File: src/rtl/axi_read_streamer_pkg.sv
// Shared types and constants for the AXI burst read streamer.
package axi_read_streamer_pkg;

  typedef enum logic [1:0] {
    StIdle,
    StIssue,
    StDrain,
    StDone
  } state_e;

  localparam int unsigned BYTES_PER_BEAT = 64;
  localparam int unsigned BEAT_SHIFT     = 6;
  localparam int unsigned PAGE_BYTES     = 4096;

  typedef logic [63:0] beat_cnt_t;

  function automatic beat_cnt_t min_beats(input beat_cnt_t a, input beat_cnt_t b);
    return (a < b) ? a : b;
  endfunction

endpackage

File: src/rtl/axis_skid_buffer.sv
// Two-entry skid buffer carrying data+last; ready_o comes straight from the occupancy register.
module axis_skid_buffer #(
  parameter int unsigned Width = 8
) (
  input  logic             clk_i,
  input  logic             rst_i,
  input  logic             valid_i,
  output logic             ready_o,
  input  logic [Width-1:0] data_i,
  input  logic             last_i,
  output logic             valid_o,
  input  logic             ready_i,
  output logic [Width-1:0] data_o,
  output logic             last_o
);

  logic [Width:0] head_q, head_d, tail_q, tail_d;
  logic [1:0]     cnt_q, cnt_d;
  logic           push, pop;

  assign ready_o = (cnt_q != 2'd2);
  assign valid_o = (cnt_q != 2'd0);
  assign push    = valid_i && ready_o;
  assign pop     = valid_o && ready_i;
  assign data_o  = head_q[Width-1:0];
  assign last_o  = head_q[Width];

  always_comb begin
    head_d = head_q;
    tail_d = tail_q;
    cnt_d  = cnt_q;
    unique case ({push, pop})
      2'b10: begin
        if (cnt_q == 2'd0) head_d = {last_i, data_i};
        else               tail_d = {last_i, data_i};
        cnt_d = cnt_q + 2'd1;
      end
      2'b01: begin
        head_d = tail_q;
        cnt_d  = cnt_q - 2'd1;
      end
      2'b11: begin
        // Occupancy unchanged; the head always holds the oldest beat.
        if (cnt_q == 2'd2) begin
          head_d = tail_q;
          tail_d = {last_i, data_i};
        end else begin
          head_d = {last_i, data_i};
        end
      end
      default: ;
    endcase
  end

  always_ff @(posedge clk_i) begin
    if (rst_i) begin
      head_q <= '0;
      tail_q <= '0;
      cnt_q  <= 2'd0;
    end else begin
      head_q <= head_d;
      tail_q <= tail_d;
      cnt_q  <= cnt_d;
    end
  end

endmodule

File: src/rtl/axi_burst_read_streamer.sv
// Fetches a byte range over AXI4 read bursts and returns it as an AXI4-Stream with tlast.
// Optional stat counters are enabled by defining READ_STREAMER_STATS_EN.
module axi_burst_read_streamer
  import axi_read_streamer_pkg::*;
#(
  parameter int unsigned C_DATA_WIDTH      = 512,
  parameter int unsigned C_ADDR_WIDTH      = 64,
  parameter int unsigned C_MAX_BURST_BEATS = 64,
  parameter int unsigned C_MAX_OUTSTANDING = 16
) (
  input  logic                    clk,
  input  logic                    reset,
  input  logic                    ctrl_start,
  output logic                    ctrl_done,
  input  logic [63:0]             ctrl_addr_offset,
  input  logic [63:0]             ctrl_xfer_size_in_bytes,
  output logic                    m_axi_arvalid,
  input  logic                    m_axi_arready,
  output logic [C_ADDR_WIDTH-1:0] m_axi_araddr,
  output logic [7:0]              m_axi_arlen,
  input  logic                    m_axi_rvalid,
  output logic                    m_axi_rready,
  input  logic [C_DATA_WIDTH-1:0] m_axi_rdata,
  input  logic                    m_axi_rlast,
  output logic                    m_axis_tvalid,
  input  logic                    m_axis_tready,
  output logic [C_DATA_WIDTH-1:0] m_axis_tdata,
  output logic                    m_axis_tlast
`ifdef READ_STREAMER_STATS_EN
  ,
  output logic [63:0]             stat_beats,
  output logic [31:0]             stat_stall_cycles
`endif
);

  localparam int unsigned OutW = $clog2(C_MAX_OUTSTANDING + 1);

  state_e                  state_q, state_d;
  beat_cnt_t               total_q, total_d;
  beat_cnt_t               ar_rem_q, ar_rem_d;
  beat_cnt_t               r_cnt_q, r_cnt_d;
  logic [C_ADDR_WIDTH-1:0] addr_q, addr_d;
  logic [OutW-1:0]         outst_q, outst_d;

  beat_cnt_t               start_beats, page_beats, burst;
  logic [C_ADDR_WIDTH-1:0] start_addr;
  logic                    in_xfer, ar_hs, r_hs, r_last_hs, t_hs, skid_ready, last_in;

  assign start_beats = (ctrl_xfer_size_in_bytes + 64'd63) >> BEAT_SHIFT;
  assign start_addr  = ctrl_addr_offset[C_ADDR_WIDTH-1:0] & ~C_ADDR_WIDTH'(BYTES_PER_BEAT - 1);

  // Beats left before the next 4 KiB boundary; a burst must never cross one.
  assign page_beats = beat_cnt_t'(PAGE_BYTES >> BEAT_SHIFT) - beat_cnt_t'(addr_q[11:BEAT_SHIFT]);
  assign burst      = min_beats(min_beats(ar_rem_q, beat_cnt_t'(C_MAX_BURST_BEATS)), page_beats);

  assign in_xfer       = (state_q == StIssue) || (state_q == StDrain);
  assign m_axi_arvalid = (state_q == StIssue) && (outst_q != OutW'(C_MAX_OUTSTANDING));
  assign m_axi_araddr  = addr_q;
  assign m_axi_arlen   = (state_q == StIssue) ? (burst[7:0] - 8'd1) : 8'd0;
  assign m_axi_rready  = in_xfer && skid_ready;
  assign ctrl_done     = (state_q == StDone);

  assign ar_hs     = m_axi_arvalid && m_axi_arready;
  assign r_hs      = m_axi_rvalid && m_axi_rready;
  assign r_last_hs = r_hs && m_axi_rlast;
  assign t_hs      = m_axis_tvalid && m_axis_tready;
  // tlast is tagged on entry by position in the transfer, independent of rlast.
  assign last_in   = (r_cnt_q == total_q - 64'd1);

  axis_skid_buffer #(
    .Width (C_DATA_WIDTH)
  ) u_skid (
    .clk_i   (clk),
    .rst_i   (reset),
    .valid_i (m_axi_rvalid && in_xfer),
    .ready_o (skid_ready),
    .data_i  (m_axi_rdata),
    .last_i  (last_in),
    .valid_o (m_axis_tvalid),
    .ready_i (m_axis_tready),
    .data_o  (m_axis_tdata),
    .last_o  (m_axis_tlast)
  );

  always_comb begin
    state_d  = state_q;
    total_d  = total_q;
    ar_rem_d = ar_rem_q;
    r_cnt_d  = r_hs ? (r_cnt_q + 64'd1) : r_cnt_q;
    addr_d   = addr_q;
    outst_d  = outst_q;

    unique case ({ar_hs, r_last_hs})
      2'b10:   outst_d = outst_q + OutW'(1);
      2'b01:   outst_d = outst_q - OutW'(1);
      default: ;
    endcase

    unique case (state_q)
      StIdle: begin
        if (ctrl_start) begin
          addr_d   = start_addr;
          total_d  = start_beats;
          ar_rem_d = start_beats;
          r_cnt_d  = '0;
          state_d  = (start_beats == '0) ? StDone : StIssue;
        end
      end
      StIssue: begin
        if (ar_hs) begin
          addr_d   = addr_q + C_ADDR_WIDTH'(burst << BEAT_SHIFT);
          ar_rem_d = ar_rem_q - burst;
          if (ar_rem_q == burst) state_d = StDrain;
        end
      end
      StDrain: begin
        if (t_hs && m_axis_tlast) state_d = StDone;
      end
      StDone: state_d = StIdle;
      default: state_d = StIdle;
    endcase
  end

  always_ff @(posedge clk) begin
    if (reset) begin
      state_q  <= StIdle;
      total_q  <= '0;
      ar_rem_q <= '0;
      r_cnt_q  <= '0;
      addr_q   <= '0;
      outst_q  <= '0;
    end else begin
      state_q  <= state_d;
      total_q  <= total_d;
      ar_rem_q <= ar_rem_d;
      r_cnt_q  <= r_cnt_d;
      addr_q   <= addr_d;
      outst_q  <= outst_d;
    end
  end

`ifdef READ_STREAMER_STATS_EN
  logic [63:0] stat_beats_q;
  logic [31:0] stat_stall_q;

  always_ff @(posedge clk) begin
    if (reset || ((state_q == StIdle) && ctrl_start)) begin
      stat_beats_q <= '0;
      stat_stall_q <= '0;
    end else begin
      if (t_hs && (stat_beats_q != '1)) stat_beats_q <= stat_beats_q + 64'd1;
      if (m_axis_tvalid && !m_axis_tready && (stat_stall_q != '1)) begin
        stat_stall_q <= stat_stall_q + 32'd1;
      end
    end
  end

  assign stat_beats        = stat_beats_q;
  assign stat_stall_cycles = stat_stall_q;
`endif

endmodule

File: config.mk
export PLATFORM = sky130hd
export DESIGN_NAME = axi_burst_read_streamer
export DESIGN_NICKNAME = d
export VERILOG_FILES = /design/src/rtl/axi_read_streamer_pkg.sv /design/src/rtl/axis_skid_buffer.sv /design/src/rtl/axi_burst_read_streamer.sv
export SDC_FILE = /design/constraint.sdc
export NUM_CORES = 2
export LEC_CHECK = 0
export BUFFER_PORTS_ARGS = -buffer_cell sky130_fd_sc_hd__buf_4
export CORE_AREA = 2 2 482 484
export CTS_CLUSTER_SIZE = 24
export DETAILED_ROUTE_END_ITERATION = 8
export DIE_AREA = 0 0 484 486
export PLACE_DENSITY_LB_ADDON = 0.3
export SKIP_LAST_GASP = 1
export SLEW_MARGIN = 20
export SYNTH_ARGS = -nofsm -noshare
export SYNTH_HDL_FRONTEND = slang
export SYNTH_HIERARCHICAL = 1
export SYNTH_SLANG_ARGS = --single-unit
File: constraint.sdc
create_clock -name clk -period 5.65 [get_ports clk]
set_input_delay 0 -clock clk [delete_from_list [all_inputs] [get_ports clk]]
set_output_delay 0 -clock clk [all_outputs]
set_load 0.005 [all_outputs]
## Word-level counts from Yosys, hierarchy flattened

Cells that the tools add are included.

- Bits of input ports: 647
- Output and inout port bits: 589
- Logic and storage cells: 92
- Bits in registers: 1,285

- Multiplexer cells: 26
- Reduce and logical (&&, ||, !) cells: 24
- $add $sub $neg: 11
- Order comparisons: 2
- Eq/ne operators: 20

Operators with widths:

| kind | number |
|---|---|
| two-way mux 513 bit | 4 |
| one-hot mux 513 bit (3 select lines) | 1 |
| one-hot mux 513 bit (2 select lines) | 1 |
| two-way mux 64 bit | 9 |
| one-hot mux 64 bit (2 select lines) | 2 |
| == test 64 bit | 2 |
| adder 64 x 1 -> 64 bit (second input constant) | 1 |
| adder 64 x 6 -> 64 bit (second input constant) | 1 |
| adder 64 bit | 1 |
| zero test 64 bit | 1 |
| < comparator 64 bit | 1 |
| < comparator 64 x 7 -> 1 bit (second input constant) | 1 |
| subtractor 64 bit | 1 |
| subtractor 58 x 1 -> 59 bit (second input constant) | 1 |
| == test 2 bit (second input constant) | 6 |
| two-way mux 2 bit | 5 |
| one-hot mux 5 bit (2 select lines) | 1 |
| nonzero test 2 bit | 5 |
| logical AND 1 bit | 9 |
| two-way mux 8 bit | 1 |
| != test 2 x 1 -> 1 bit (second input constant) | 4 |
| != test 2 bit (second input constant) | 4 |
| one-hot mux 2 bit (4 select lines) | 1 |
| subtractor 7 x 6 -> 8 bit (first input constant) | 1 |
| other kinds (14) | 19 |

## Depth between registers and ports, before layout

- Depth after elaboration: 8
- Mapped depth: 26
- Gate-level depth less buffers: 26

## Hierarchy

The synthesis kept the hierarchy.

Modules (own cells, without submodules):

| module | area an instance (µm²) | cells an instance | instances | seq. area each (µm²) |
|---|---|---|---|---|
| axis_skid_buffer | 46,153.0 | 5,727 | 1 | 20,579.7 |
| axi_burst_read_streamer | 20,890.0 | 2,811 | 1 | 5,024.8 |

## Least setup slack after synthesis

Ideal clock, no wire load.

- Kind: flip-flop to flip-flop
- From: register ar_rem_q[50]
- To: register ar_rem_q[63]
- Path buffers: 0
- Cell stages (with the launch flop): 23
- Library setup time: 0.117 ns
- Data required time: 5.533 ns
- Arrival: 5.434 ns
- Path slack: 0.100 ns
- Period minus slack after synthesis: 5.550 ns
- Path through: dfxtp_1 nor4_1 nand4_1 nor4_2 nand2_1 inv_1 ha_1 a211o_1 a211oi_1 nor3_4 mux2_2 inv_1 ha_1 a21o_1 a2111oi_1 o31ai_1 o211ai_1 nand2_1 o21a_1 a221o_1 a221oi_1 o22ai_1 a22o_1

- Cells in the longest elaborated chain, start to end: 7

Ends and longest elaborated chain:

| what | RTL line | RTL |
|---|---|---|
| start, declared | axi_burst_read_streamer.sv:40 | `beat_cnt_t ar_rem_q, ar_rem_d;` |
| start signal, assigned | axi_burst_read_streamer.sv:135 | `ar_rem_q <= ar_rem_d;` |
| < comparator 64 x 7 -> 1 bit | axi_read_streamer_pkg.sv:18 | `return (a < b) ? a : b;` |
| two-way mux 64 bit | axi_read_streamer_pkg.sv:18 |  |
| < comparator 64 bit | axi_read_streamer_pkg.sv:18 |  |
| two-way mux 64 bit | axi_read_streamer_pkg.sv:18 |  |
| subtractor 64 bit (*) | axi_burst_read_streamer.sv:112 | `ar_rem_d = ar_rem_q - burst;` |
| two-way mux 64 bit (*) | axi_burst_read_streamer.sv:110 | `if (ar_hs) begin` |
| one-hot mux 64 bit (2 select lines) (*) | axi_burst_read_streamer.sv:99 | `unique case (state_q)` |

Every way passes the cells marked *; elsewhere a longest branch is shown, timed or not. The select of a mux whose other input is x is not followed.
A chain may end at the register's enable or synchronous reset.

## Worst setup path after layout

- From: register ar_rem_q[23]
- To: register addr_q[46], in the netlist m_axi_araddr[46]

- Cells in the longest elaborated chain, start to end: 7

Ends and longest elaborated chain:

| what | RTL line | RTL |
|---|---|---|
| < comparator 64 x 7 -> 1 bit | axi_read_streamer_pkg.sv:18 |  |
| two-way mux 64 bit (*) | axi_read_streamer_pkg.sv:18 |  |
| < comparator 64 bit | axi_read_streamer_pkg.sv:18 |  |
| two-way mux 64 bit (*) | axi_read_streamer_pkg.sv:18 |  |
| adder 64 bit (*) | axi_burst_read_streamer.sv:111 | `addr_d = addr_q + C_ADDR_WIDTH'(burst << BEAT_SHIFT);` |
| two-way mux 64 bit (*) | axi_burst_read_streamer.sv:110 |  |
| one-hot mux 64 bit (2 select lines) (*) | axi_burst_read_streamer.sv:99 |  |
| end signal, assigned | axi_burst_read_streamer.sv:137 | `addr_q <= addr_d;` |
| end, declared | axi_burst_read_streamer.sv:42 | `logic [C_ADDR_WIDTH-1:0] addr_q, addr_d;` |

Marks and branches as above.

==> metrics.md <==
| Metric | Value |
|---|---|
| Share of cells above drive strength 1 | 0.219 |
| Gr usage total | 0.252 |
| RSZ-0062 raised after global routing | true |
| Max cap viols | 0 |
| Area after DPL | 0.0795 sq mm |
| Failing checks | setup timing |
| Port-buffer cells | 1223 |
| Final count of hold timing violations | 0 |
| Critical Path Fanout Max | 8 |
| Drt wl/cell | about 23 um |
| Via/cell ratio | 5.33 |
| Top-Level Pins | 1236 |
| Vias in the first global route | a little over 70000 |
| Max VDD drop | 318 uV |
| Clock Skew | around 0.046 ns |
| Chip Height | 486 um |
| Initial core utilization | 0.292 |
| Tcrit/Tclk final | 1.01 |
| Yosys Warn Count | 6 |
| #FFs+latches synth | around 1300 |
| Reg clk slew, reported paths | 0.06 ns |
| Setup CP Type | reg -> reg |
| TritonCTS clock tree | yes |
| Async SR Flop Fraction | 0 |
| Drt total wl | 314000 um |
| DRT Pass-1 Iters | 6 |
| DR DRC count | 0 |
| Total congestion overflow | 0 |
| Most used cell, CP | buf_4 |
| LEAKAGE | around 39 nW |
| Clock Path Buffers | 3 |
| Site Rows | approximately 180 |
| First-pass GRT wire length | 463000 um |
| CP endpoint kind | flip-flop |
| Type of origin of the critical path | flip-flop |
| Die Width | 484 um |
| Routed Antenna Nets | 0 |
| Nets | 11400 |
| Pwr/cell area | 465 mW/mm^2 |
| Clk sinks | 1279 |
| Setup WS pre-CTS | -0.556 ns |
| Initial antenna violation count | 97 |
| CP top delay family | compound AO/OA/AOI/OAI gates |
| Number of cells produced by synthesis | 8538 |
| Pin count of the biggest net entering global routing | 174 |
| Final worst setup slack | -0.0722 ns |
| Ys flop type | dfxtp_1 |
| Placer congestion estimate | 0.917 |
| # H-tree levels | 4 |
| Area growth, synth to finish | 44.2% |
| Iteration-0 DRC Markers | around 6000 |
| Sequential fraction of the synthesis area | 0.382 |
| Die ar. | 0.235 sq mm |
| Data arrival time of the critical path | 6.43 ns |
| Num CTS Buffers | around 160 |
| Worst skew pair latency | approximately 0.8 ns |
| Core Footprint | 0.229 sq mm |
| Max_slew headroom | 0.137 |
| Worst Max-Slew Pin Slew | 1.30 ns |
| Final instance area | 0.0966 sq mm |
| Run status | finished, violations left |
| Slowest CP cell | dfxtp_2 |
| Mapped Avg Cell Area | a little under 8 sq um |
| Yosys cell types | 93 |
| Final setup violation count | 4 |
| Minimum clock period | 5.72 ns |
| CP max stage delay | 0.33 ns |
| Post-Syn Area | approximately 0.067 sq mm |
| Buf/Inv on CP | 13 |
| HP Class | in -> reg |
| HPWL Detailed | 210000 um |
| Final Max Slew Viols | 0 |
| Number of synthesized flops with an enable pin | 0 |
| CTS root buffer | clkbuf_16 |
| Vias | around 74000 |
| Required @ worst endpoint | 6.36 ns |
| FMAX | ~170 MHz |
## path summary, 6_finish.rpt
| path | from | to | slack [ns] | cells past startpoint |
|---|---|---|---|---|
| setup / recovery | ar_rem_q[23] | m_axi_araddr[46] | -0.07 | 34 |
| hold reg to reg | u_skid/tail_q[484] | u_skid/head_q[484] | 0.43 | 2 |
| setup reg to reg | ar_rem_q[23] | m_axi_araddr[46] | -0.07 | 34 |
| hold / removal | m_axi_rdata[168] | u_skid/tail_q[168] | 0.06 | 4 |
## through the flow
| stage | power, mW | hold slack [ns] | utilization | instances | TNS, ns |
|---|---|---|---|---|---|
| finish | 45.0 | 0.0559 | 0.421 | 13900 | -0.170 |
| global route | 47.3 | 0.0169 | 0.421 | 13800 | -8.24 |
| CTS | 44.4 | 0.000390 | 0.418 | 13800 | -0.00384 |
| detailed placement | 32.6 | 0.270 | 0.347 | 12400 | -16.65 |
| global placement | 32.4 | 0.262 | 0.347 | 12400 | -18.36 |
| floorplan | 23.7 | 0.136 | - | 8648 | 0 |
## tightest hold or removal path, stage by stage
cell           delay (ns)
dlygate4sd3_1        0.57
buf_4                0.15
nand2_1              0.05
a21oi_1              0.05
## area by class of cell
type	instances	area, sq um
Antenna cell	71	178
Sequential cell	1279	25600
Fill cell	22700	133000
Multi-Input combinational cell	6571	39100
Clock buffer	218	4470
Tap cell	3026	3790
Clock inverter	64	920
Inverter	81	309
Timing Repair Buffer	2559	22300
## placed cells by master (no fill, tap or decap), types with 31 or more instances in the layout
| cell type | instances |
|---|---|
| nand2_1 | 1808 |
| buf_4 | 1458 |
| dfxtp_1 | 1276 |
| dlygate4sd3_1 | 1057 |
| nor2_1 | 807 |
| a21oi_1 | 755 |
| and3_1 | 561 |
| o22ai_1 | 527 |
| a211oi_2 | 444 |
| o21ai_0 | 185 |
| xnor2_1 | 164 |
| clkbuf_16 | 156 |
| xor2_1 | 135 |
| ha_1 | 131 |
| a211oi_1 | 129 |
| conb_1 | 112 |
| a21o_1 | 90 |
| nand3_1 | 89 |
| inv_1 | 73 |
| diode_2 | 71 |
| nor3_1 | 66 |
| nand4_1 | 55 |
| clkbuf_8 | 33 |
| or3_1 | 31 |
| buf_12 | 31 |
## routing by layer
layer / share of wire / GRT usage
met4: 0.058 / 0.137
met3: 0.082 / 0.0640
met2: 0.45 / 0.397
met5: 0.0011 / 0
met1: 0.41 / 0.313
## cells in the mapped netlist, drive strengths merged, types with 91 or more instances
| cell | n | area, sq um |
|---|---|---|
| clkbuf | 437 | 1650 |
| nor2 | 812 | 3050 |
| xor2 | 135 | 1180 |
| dfxtp | 1279 | 25600 |
| a211oi | 573 | 6500 |
| a21oi | 771 | 3860 |
| nand2 | 1815 | 6830 |
| and3 | 561 | 3510 |
| ha | 142 | 1780 |
| o22ai | 528 | 3310 |
| a21o | 91 | 683 |
| buf | 280 | 1590 |
| xnor2 | 164 | 1440 |
| o21ai | 205 | 1030 |
## power by group
| part | switching [mW] | total [mW] | internal (mW) |
|---|---|---|---|
| Sequential | 1.73 | 13.1 | 11.3 |
| Combinational | 12.0 | 21.4 | 9.36 |
| Clock | 4.47 | 10.6 | 6.09 |
## cells by family (layout without fill, tap and decap cells)
| family | count (synthesis) | in the layout | share of synthesized area |
|---|---|---|---|
| buffers and inverters | 798 | 2922 | 0.0529 |
| AO/OA/AOI/OAI | 2386 | 2386 | 0.255 |
| adder cells (fa/ha/maj) | 145 | 145 | 0.0274 |
| XOR/XNOR | 299 | 299 | 0.0391 |
| other | 2 | 183 | 0.000112 |
| AND/OR/NAND/NOR | 3593 | 3593 | 0.238 |
| multiplexers | 36 | 36 | 0.00551 |
| flip-flops | 1279 | 1279 | 0.382 |
## flip-flops by register name, summed over array words and instances (netlist names)
register / count
ar_rem_q: 64
m_axi_araddr: 58
outst_q: 5
r_cnt_q: 64
state_q: 2
total_q: 58
u_skid/cnt_q: 2
u_skid/head_q: 513
u_skid/tail_q: 513
## timing repair
| action | in CTS | in global routing |
|---|---|---|
| hold buffers | 1058 | 0 |
| endpoints found under the setup margin | 68 | 70 |
| pin swaps | 38 | 50 |
| gates resized for setup | 70 | 94 |
| buffers inserted | 9 | 20 |
| hold endpoints to repair | 1218 | 0 |
Note: power is estimated with default switching activity, not from simulation.
